--- src/rtl/div_pkg.sv ---
// ---------------------------------------------------------------------------
// div_pkg
// Shared definitions for the sequential restoring divider (seq_divider).
//   - state_t        : FSM state encoding (IDLE=0, CALC=1, FINISH=2)
//   - DIV_WIDTH_DEFAULT : default operand width
//   - dbz_quotient() : RISC-V divide-by-zero quotient (all ones) for a width
// ---------------------------------------------------------------------------
package div_pkg;

    localparam int DIV_WIDTH_DEFAULT = 24;

    typedef enum logic [1:0] {
        S_IDLE   = 2'd0,
        S_CALC   = 2'd1,
        S_FINISH = 2'd2
    } state_t;

    // All-ones value in the low 'width' bits; callers slice to their width.
    function automatic logic [31:0] dbz_quotient(input int unsigned width);
        dbz_quotient = 32'hFFFF_FFFF >> (32 - width);
    endfunction

endpackage

--- src/rtl/div_step.sv ---
// ---------------------------------------------------------------------------
// div_step
// One combinational restoring-division iteration.
//   i_rem     [WIDTH-1:0] : partial remainder before this step
//   i_quo     [WIDTH-1:0] : dividend/quotient shift register before this step
//   i_divisor [WIDTH-1:0] : divisor magnitude
//   o_rem     [WIDTH-1:0] : partial remainder after this step
//   o_quo     [WIDTH-1:0] : shift register after this step (new LSB = quotient bit)
// ---------------------------------------------------------------------------
module div_step #(
    parameter int WIDTH = 24
) (
    input  logic [WIDTH-1:0] i_rem,
    input  logic [WIDTH-1:0] i_quo,
    input  logic [WIDTH-1:0] i_divisor,
    output logic [WIDTH-1:0] o_rem,
    output logic [WIDTH-1:0] o_quo
);

    logic [WIDTH:0] w_shifted;
    logic [WIDTH:0] w_trial;

    assign w_shifted = {i_rem, i_quo[WIDTH-1]};
    // Remainder stays below the divisor, so WIDTH+1 bits hold the trial
    // difference and its MSB is a reliable sign.
    assign w_trial   = w_shifted - {1'b0, i_divisor};

    assign o_rem = w_trial[WIDTH] ? w_shifted[WIDTH-1:0] : w_trial[WIDTH-1:0];
    assign o_quo = {i_quo[WIDTH-2:0], ~w_trial[WIDTH]};

endmodule

--- src/rtl/seq_divider.sv ---
// ---------------------------------------------------------------------------
// seq_divider
// Iterative restoring divider, one quotient bit per clock, RISC-V DIV/REM
// result semantics for divide-by-zero and signed overflow.
// Optional feature macro: DIV_SIGNED_EN (signed operation via i_is_signed).
//
// Ports:
//   i_clk           : system clock, rising edge
//   i_rst_n         : asynchronous active-low reset
//   i_start         : request pulse, accepted only in IDLE and not while done
//   i_is_signed     : signed operation (only with DIV_SIGNED_EN)
//   i_dividend      : numerator, sampled at acceptance
//   i_divisor       : denominator, sampled at acceptance
//   o_busy          : operation in progress
//   o_done          : one-cycle pulse, results valid
//   o_quotient      : quotient, held until next done
//   o_remainder     : remainder, held until next done
//   o_div_by_zero   : last completed operation divided by zero
//
// state    | meaning
// S_IDLE   | waiting for start
// S_CALC   | one restoring iteration per clock, counter counts down
// S_FINISH | sign correction and output register load
// ---------------------------------------------------------------------------
module seq_divider
    import div_pkg::*;
#(
    parameter int WIDTH = DIV_WIDTH_DEFAULT,
    parameter int CNT_W = $clog2(WIDTH + 1)
) (
    input  logic             i_clk,
    input  logic             i_rst_n,
    input  logic             i_start,
    input  logic             i_is_signed,
    input  logic [WIDTH-1:0] i_dividend,
    input  logic [WIDTH-1:0] i_divisor,
    output logic             o_busy,
    output logic             o_done,
    output logic [WIDTH-1:0] o_quotient,
    output logic [WIDTH-1:0] o_remainder,
    output logic             o_div_by_zero
);

    localparam logic [31:0]      DBZ_Q32 = dbz_quotient(WIDTH);
    localparam logic [WIDTH-1:0] DBZ_Q   = DBZ_Q32[WIDTH-1:0];

    state_t           r_state, w_state_nxt;
    logic [WIDTH-1:0] r_rem, w_rem_nxt;
    logic [WIDTH-1:0] r_quo, w_quo_nxt;
    logic [WIDTH-1:0] r_div, w_div_nxt;
    logic [CNT_W-1:0] r_cnt, w_cnt_nxt;
    logic             r_busy, w_busy_nxt;
    logic             r_done, w_done_nxt;
    logic             r_dbz, w_dbz_nxt;
    logic [WIDTH-1:0] r_quotient, w_quotient_nxt;
    logic [WIDTH-1:0] r_remainder, w_remainder_nxt;

    logic             w_accept;
    logic [WIDTH-1:0] w_step_rem, w_step_quo;
    logic [WIDTH-1:0] w_dvd_mag, w_dvs_mag;
    logic [WIDTH-1:0] w_quo_fix, w_rem_fix, w_dvd_fix;

    // A start coinciding with done is dropped so the two never overlap.
    assign w_accept = (r_state == S_IDLE) && i_start && !r_done;

`ifdef DIV_SIGNED_EN
    logic r_negq, r_negr;
    logic w_dvd_neg, w_dvs_neg;

    assign w_dvd_neg = i_is_signed & i_dividend[WIDTH-1];
    assign w_dvs_neg = i_is_signed & i_divisor[WIDTH-1];
    assign w_dvd_mag = w_dvd_neg ? -i_dividend : i_dividend;
    assign w_dvs_mag = w_dvs_neg ? -i_divisor  : i_divisor;

    // Negating the magnitude restores the raw dividend (including the most
    // negative value), which is what divide-by-zero reports as remainder.
    assign w_quo_fix = r_negq ? -r_quo : r_quo;
    assign w_rem_fix = r_negr ? -r_rem : r_rem;
    assign w_dvd_fix = r_negr ? -r_quo : r_quo;

    always_ff @(posedge i_clk or negedge i_rst_n) begin
        if (!i_rst_n) begin
            r_negq <= 1'b0;
            r_negr <= 1'b0;
        end else if (w_accept) begin
            r_negq <= w_dvd_neg ^ w_dvs_neg;
            r_negr <= w_dvd_neg;
        end
    end
`else
    logic w_unused_is_signed;
    assign w_unused_is_signed = i_is_signed;

    assign w_dvd_mag = i_dividend;
    assign w_dvs_mag = i_divisor;
    assign w_quo_fix = r_quo;
    assign w_rem_fix = r_rem;
    assign w_dvd_fix = r_quo;
`endif

    div_step #(.WIDTH(WIDTH)) u_step (
        .i_rem     (r_rem),
        .i_quo     (r_quo),
        .i_divisor (r_div),
        .o_rem     (w_step_rem),
        .o_quo     (w_step_quo)
    );

    always_ff @(posedge i_clk or negedge i_rst_n) begin
        if (!i_rst_n) begin
            r_state     <= S_IDLE;
            r_rem       <= '0;
            r_quo       <= '0;
            r_div       <= '0;
            r_cnt       <= '0;
            r_busy      <= 1'b0;
            r_done      <= 1'b0;
            r_dbz       <= 1'b0;
            r_quotient  <= '0;
            r_remainder <= '0;
        end else begin
            r_state     <= w_state_nxt;
            r_rem       <= w_rem_nxt;
            r_quo       <= w_quo_nxt;
            r_div       <= w_div_nxt;
            r_cnt       <= w_cnt_nxt;
            r_busy      <= w_busy_nxt;
            r_done      <= w_done_nxt;
            r_dbz       <= w_dbz_nxt;
            r_quotient  <= w_quotient_nxt;
            r_remainder <= w_remainder_nxt;
        end
    end

    always_comb begin
        w_state_nxt     = r_state;
        w_rem_nxt       = r_rem;
        w_quo_nxt       = r_quo;
        w_div_nxt       = r_div;
        w_cnt_nxt       = r_cnt;
        w_busy_nxt      = r_busy;
        w_done_nxt      = 1'b0;
        w_dbz_nxt       = r_dbz;
        w_quotient_nxt  = r_quotient;
        w_remainder_nxt = r_remainder;

        case (r_state)
            S_IDLE: begin
                if (w_accept) begin
                    w_quo_nxt   = w_dvd_mag;
                    w_div_nxt   = w_dvs_mag;
                    w_rem_nxt   = '0;
                    w_cnt_nxt   = CNT_W'(WIDTH);
                    w_busy_nxt  = 1'b1;
                    w_state_nxt = (i_divisor == '0) ? S_FINISH : S_CALC;
                end
            end
            S_CALC: begin
                w_rem_nxt = w_step_rem;
                w_quo_nxt = w_step_quo;
                w_cnt_nxt = r_cnt - CNT_W'(1);
                if (r_cnt == CNT_W'(1)) begin
                    w_state_nxt = S_FINISH;
                end
            end
            S_FINISH: begin
                // A zero divisor skipped CALC, so r_quo still holds the dividend.
                if (r_div == '0) begin
                    w_quotient_nxt  = DBZ_Q;
                    w_remainder_nxt = w_dvd_fix;
                    w_dbz_nxt       = 1'b1;
                end else begin
                    w_quotient_nxt  = w_quo_fix;
                    w_remainder_nxt = w_rem_fix;
                    w_dbz_nxt       = 1'b0;
                end
                w_done_nxt  = 1'b1;
                w_busy_nxt  = 1'b0;
                w_state_nxt = S_IDLE;
            end
            default: begin
                w_state_nxt = S_IDLE;
            end
        endcase
    end

    assign o_busy        = r_busy;
    assign o_done        = r_done;
    assign o_quotient    = r_quotient;
    assign o_remainder   = r_remainder;
    assign o_div_by_zero = r_dbz;

endmodule

--- config.mk ---
export PLATFORM = sky130hd
export DESIGN_NAME = seq_divider
export DESIGN_NICKNAME = d
export VERILOG_FILES = /design/src/rtl/div_pkg.sv /design/src/rtl/div_step.sv /design/src/rtl/seq_divider.sv
export SDC_FILE = /design/constraint.sdc
export NUM_CORES = 1
export LEC_CHECK = 0
export ABC_AREA = 1
export BUFFER_PORTS_ARGS = -buffer_cell sky130_fd_sc_hd__buf_4
export CORE_ASPECT_RATIO = 0.5
export CORE_UTILIZATION = 33
export CTS_CLUSTER_SIZE = 40
export DETAILED_ROUTE_END_ITERATION = 8
export MAX_ROUTING_LAYER = met4
export SYNTH_ARGS = -nofsm -noshare
export SYNTH_HDL_FRONTEND = slang
export SYNTH_SLANG_ARGS = --single-unit
--- constraint.sdc ---
create_clock -name i_clk -period 2.7 [get_ports i_clk]
set_input_delay 0 -clock i_clk [delete_from_list [all_inputs] [get_ports i_clk]]
set_output_delay 0 -clock i_clk [all_outputs]
set_load 0.02 [all_outputs]
Word-level counts from Yosys, hierarchy flattened

Cells that the tools add are included.

Flip-flop bits (word level): 130
Bits of input ports: 52
Output and inout port bits: 51
Word-level logic and storage cells: 47

Add/sub/neg operators: 2
Equality and inequality tests: 5
Mux-type cells: 17
Bitwise gates (word level): 1
Reduce and logical (&&, ||, !) cells: 12

Operators by type and width:

| cell                  | count |
|---|---|
| $mux W24              | 5 |
| $pmux W24 S2          | 2 |
| $logic_not A24 Y1     | 2 |
| $sub A25 B24 Y25      | 1 |
| $pmux W5 S2           | 1 |
| $reduce_and A2 Y1     | 4 |
| $mux W2               | 3 |
| $eq A5 B1 Y1 const B  | 1 |
| $mux W5               | 1 |
| $sub A5 B1 Y5 const B | 1 |
| $ne A2 B2 Y1 const B  | 2 |
| $pmux W2 S2           | 1 |
| $reduce_bool A2 Y1    | 2 |
| $mux W1               | 3 |
| $eq A2 B1 Y1 const B  | 1 |
| $eq A2 B2 Y1 const B  | 1 |
| $logic_and A1 B1 Y1   | 2 |
| $logic_not A2 Y1      | 1 |
| $pmux W1 S2           | 1 |
| $logic_not A1 Y1      | 1 |
| $not A1 Y1            | 1 |

Depth between registers and ports, before layout

Word-level depth: 5
Gate-level depth with buffers: 16
Depth with buffers taken out: 16

Cells and area by module

Synthesis repeated with hierarchy kept, for this count alone.

Cells, all modules: 1,209
Area, all modules: 8,431.8 um^2

By module, submodules not included:

| module      | instances | cells each | area each (um^2) | seq. area each (um^2) |
|---|---|---|---|---|
| seq_divider | 1         | 682        | 5,783.0          | 3,253.1 |
| div_step    | 1         | 527        | 2,648.8          | 0.0 |

Worst setup path before layout

Ideal clock, no wire load.

Kind: register to register
Start point: register r_quo[23]
End point: register r_rem[2]
Library setup time: 118 ps
Data arrival time: 2,023 ps
Data required time: 2,582 ps
Path slack: 559 ps
Cell stages (with the launch flop): 16
Path buffers: 1
Clock period less this slack: 2,141 ps
Cells stage by stage: dfrtp_1 inv_1 ha_1 inv_1 fa_1 nand2_1 nand2_1 nand3_1 nand2_2 nand2_2 nand4_2 nand2_4 buf_12 nand2_2 nand3_1 nand2_1

Word-level cells in the longest chain between the ends: 3

RTL lines:

| element                  | line               | text |
|---|---|---|
| start: declaration       | seq_divider.sv:49  | `logic [WIDTH-1:0] r_quo, w_quo_nxt;` |
| start signal: assignment | seq_divider.sv:124 | `r_quo <= w_quo_nxt;` |
| $sub A25 B24 Y25         | div_step.sv:26     | `assign w_trial = w_shifted - {1'b0, i_divisor};` |
| $mux W24                 | div_step.sv:28     | `assign o_rem = w_trial[WIDTH] ? w_shifted[WIDTH-1:0] : w_trial[WIDTH-1:0];` |
| $pmux W24 S2             | seq_divider.sv:147 | `case (r_state)` |
| end signal: assignment   | seq_divider.sv:123 | `r_rem <= w_rem_nxt;` |
| end: declaration         | seq_divider.sv:48  | `logic [WIDTH-1:0] r_rem, w_rem_nxt;` |

Every way passes these cells.
A chain may end at the register's enable or synchronous reset.

Final worst setup path

Start point: register r_quo[23]
End point: register r_rem[21]

Same word-level chain as after synthesis.

==> summary.txt <==
Run status
  – Outcome: finished clean

Floorplan
  – Starting density of the core: between 30% and 40%
  – Core footprint: 0.0220 mm^2
  – Num rows: 38
  – Die H: 108 um
  – Horiz. Die Dim: 215 um
  – Full die area: ~0.023 mm^2
  – Number of top-level pins: 103

Worst hold path
  – Hold WC Path Type: in -> reg

STA
  – Slew Viols, Final: 0
  – Final TNS setup: 0 ns
  – Slew margin rel.: slightly above 50%
  – Clock Skew: 0.00886 ns
  – Slew @ Worst Pin: 0.729 ns
  – Min Tclk post-route: ~2.4 ns
  – Max Clock Freq: 418 MHz
  – Unrepaired setup endpoints after global routing: false
  – Hold slack: 0.0533 ns
  – Final hold violations: 0
  – Final WS setup: 0.305 ns
  – Tcrit/Tclk final: 88.7%
  – Endpoints failing setup: 0

Routing
  – Final antenna-violating net count: 0
  – Vias: 7,106
  – Detailed Routing Iterations Pass 1: 5
  – Vias per cell: 4.77
  – Routed WL: between 20,000 and 25,000 um
  – 1st-iter DRT viols: 500
  – Routed length per instance: 15.2 um
  – Drt drc: 0

Worst setup path
  – CP required: 3.02 ns
  – Worst path arrival time: 2.71 ns
  – WS Path Type: reg -> reg
  – Startpoint types: register
  – Critical Path Sink Type: register
  – Crit path max fanout: 6

Clocking
  – CTS Buf Count: 17
  – TritonCTS clock tree: yes
  – Skew-Pair Late Insertion Delay: between 0.4 and 0.5 ns
  – Clock slew at reported path FFs: approximately 0.06 ns
  – Clock Root Buffer: clkbuf_16
  – H-tree levels: 4
  – Num Clock Sinks: 130
  – CTS Buffer Depth: 2

Power
  – Lkg Pwr: 5.02 nW
  – Pwr Density: about 1500 mW/mm^2
  – Power Total: 14.9 mW
  – Peak VDD IR: around 540 uV

Synth
  – Synthesis Warnings: 0
  – Synth area leader: dfrtp_1
  – Syn Std Cell Area: 0.00748 mm^2
  – Compound-Gate Fraction of Synth Area: 12.3%
  – Top cell type's share of synthesized area: 43.5%
  – Adder-cell area share of the yosys netlist: 4.62%
  – Yosys reg bits: 130
  – Synth Area per Inst: 7.30 um^2
  – Largest cells by area after synthesis: dfrtp_1 43%, nand2_1 17%, inv_1 7.6%
  – Post-Synth XOR/XNOR Area: 1.29%
  – Yosys cell types: 39
  – Cells after Synth: 1,025
  – Synth Area in Simple Gates: 28.1%
  – Largest family of logic cells by synthesized area: simple AND/OR/NAND/NOR gates
  – Post-synthesis mux area share: 0.134%
  – Mapped Nets: about 1,100
  – Seq/Total Area, Yosys: 43.5%

GRT
  – Final global-route overflow total: 0
  – Tot GR Track Use: 20.6%
  – Initial antenna violation count: 0
  – Vias in the first global route: 6,790
  – First-pass GRT wire length: 36,000 um
  – Gr busiest metal: met2
  – Met1 GRT Util: between 20% and 30%
  – Largest net degree at the start of global routing: 55
  – M2 GR Usage: 30.7%
  – GR Layer Usage met3: between 2 and 3%

Cells and area
  – Antenna cells: 0
  – Nets: 1,256
  – Most common cell after layout, fill and taps aside: nand2_1
  – Final Cell Area: 0.00972 mm^2
  – Highest-count cells in the layout ignoring fill and taps: 334 x nand2_1, 151 x inv_1, 130 x dfrtp_1
  – Layout cells sized above 1: between 10% and 20%
  – FILL cells: ~2,300
  – Layout Utilization: 44.2%
  – Area delta synth->final: 29.9%
  – Finished Layout Cells: 1,489

Place
  – DP Worst Slack: 0.218 ns
  – Hpwl dp: 16,700 um
  – GP Congestion: 0.921
  – DP Cell Count: 1,407
  – Area post-placement: 0.00861 mm^2
  – Port bufs: 101

Run
  – Max cap viols: 0
==> cell families (layout without fill, tap and decap cells) <==
group	Yosys count	after routing
flip-flops	130	130
AND/OR/NAND/NOR	496	497
XOR/XNOR	11	11
adder cells (fa/ha/maj)	27	27
multiplexers	1	1
AO/OA/AOI/OAI	169	169
buffers and inverters	191	354
==> critical path, stage by stage, from the launching register on <==
cell	delay (ns)
dfrtp_1	0.37
inv_1	0.11
ha_1	0.16
inv_1	0.09
fa_2	0.38
nand2_1	0.08
nand2_1	0.06
nand3_1	0.10
nand2_2	0.12
nand2_2	0.14
nand3_2	0.10
nand2_2	0.14
nand2_4	0.11
buf_4	0.15
nand2_1	0.05
nand2_1	0.05
nand2_1	0.05
nand2_1	0.05
==> report_power, final <==
| part | switching [mW] | internal (mW) |
|---|---|---|
| logic | 5.74 | 3.21 |
| registers | 0.678 | 2.91 |
| clock network | 0.915 | 1.44 |
| total | 7.33 | 7.57 |
==> cells in the mapped netlist <==
cell type and n:
nor3_4 1, a211oi_1 1, ha_1 26, xnor2_1 9
nand3_2 1, buf_6 1, o21a_1 4, a41oi_1 1
buf_4 1, nand3b_1 8, and2_1 1, buf_2 3
dfrtp_1 130, nor3_1 4, fa_1 1, xor2_1 2
a311oi_1 1, clkbuf_1 29, nand4_1 12, nand2_2 17
nand4_2 1, nor2_2 3, a21oi_2 2, o21bai_1 3
a21oi_1 80, o211ai_1 5, and2_0 1, o22ai_1 24
nand2_1 334, nor4_1 7, nand3_1 43, o21ai_0 48
buf_12 1, nor2_4 2, inv_2 5, inv_1 151
nand2_4 1, mux2i_1 1, nor2_1 60
==> path summary, 6_finish.rpt <==
path                            from       endpoint  slack [ns]  depth (start not counted)
max in group asynchronous    i_rst_n      r_div[14]        1.65                          3
max reg2reg                r_quo[23]      r_rem[21]        0.31                         17
min reg2reg                 r_cnt[3]       r_cnt[3]        0.48                          1
min                          i_start       r_cnt[3]        0.05                          5
max                        r_quo[23]      r_rem[21]        0.31                         17
min in group asynchronous    i_rst_n  o_quotient[9]        0.21                          2
==> layer usage <==
layer | up-vias | wire [um]
met3 | 24 | 918
met4 | 0 | 301
met2 | 136 | 9770
met1 | 3376 | 11600
met5 | - | 0
li1 | 3570 | -
==> state kept, by name, summed over array words and instances (netlist names) <==
name,cells
r_quo,24
o_done,1
r_div,24
o_remainder,24
r_state,2
o_div_by_zero,1
r_cnt,5
o_quotient,24
r_rem,24
o_busy,1
==> timing repair <==
item / 4_1_cts / 5_1_grt
setup buffers: 0 / 1
setup endpoints to repair: 0 / 10
hold endpoints to repair: 99 / 0
gates resized for setup: 0 / 2
hold buffers: 49 / 0
==> final cells by class <==
cell class | instances | area (um^2) | area share (%)
tap | 300 | 375 | 3.86
inverter | 156 | 586 | 6.03
multi-input combinational | 705 | 3510 | 36.1
sequential | 130 | 3250 | 33.5
timing repair buffer | 167 | 1400 | 14.4
clock buffer | 21 | 470 | 4.84
clock inverter | 10 | 123 | 1.26
No activity file was read; power rests on OpenSTA's default activity.
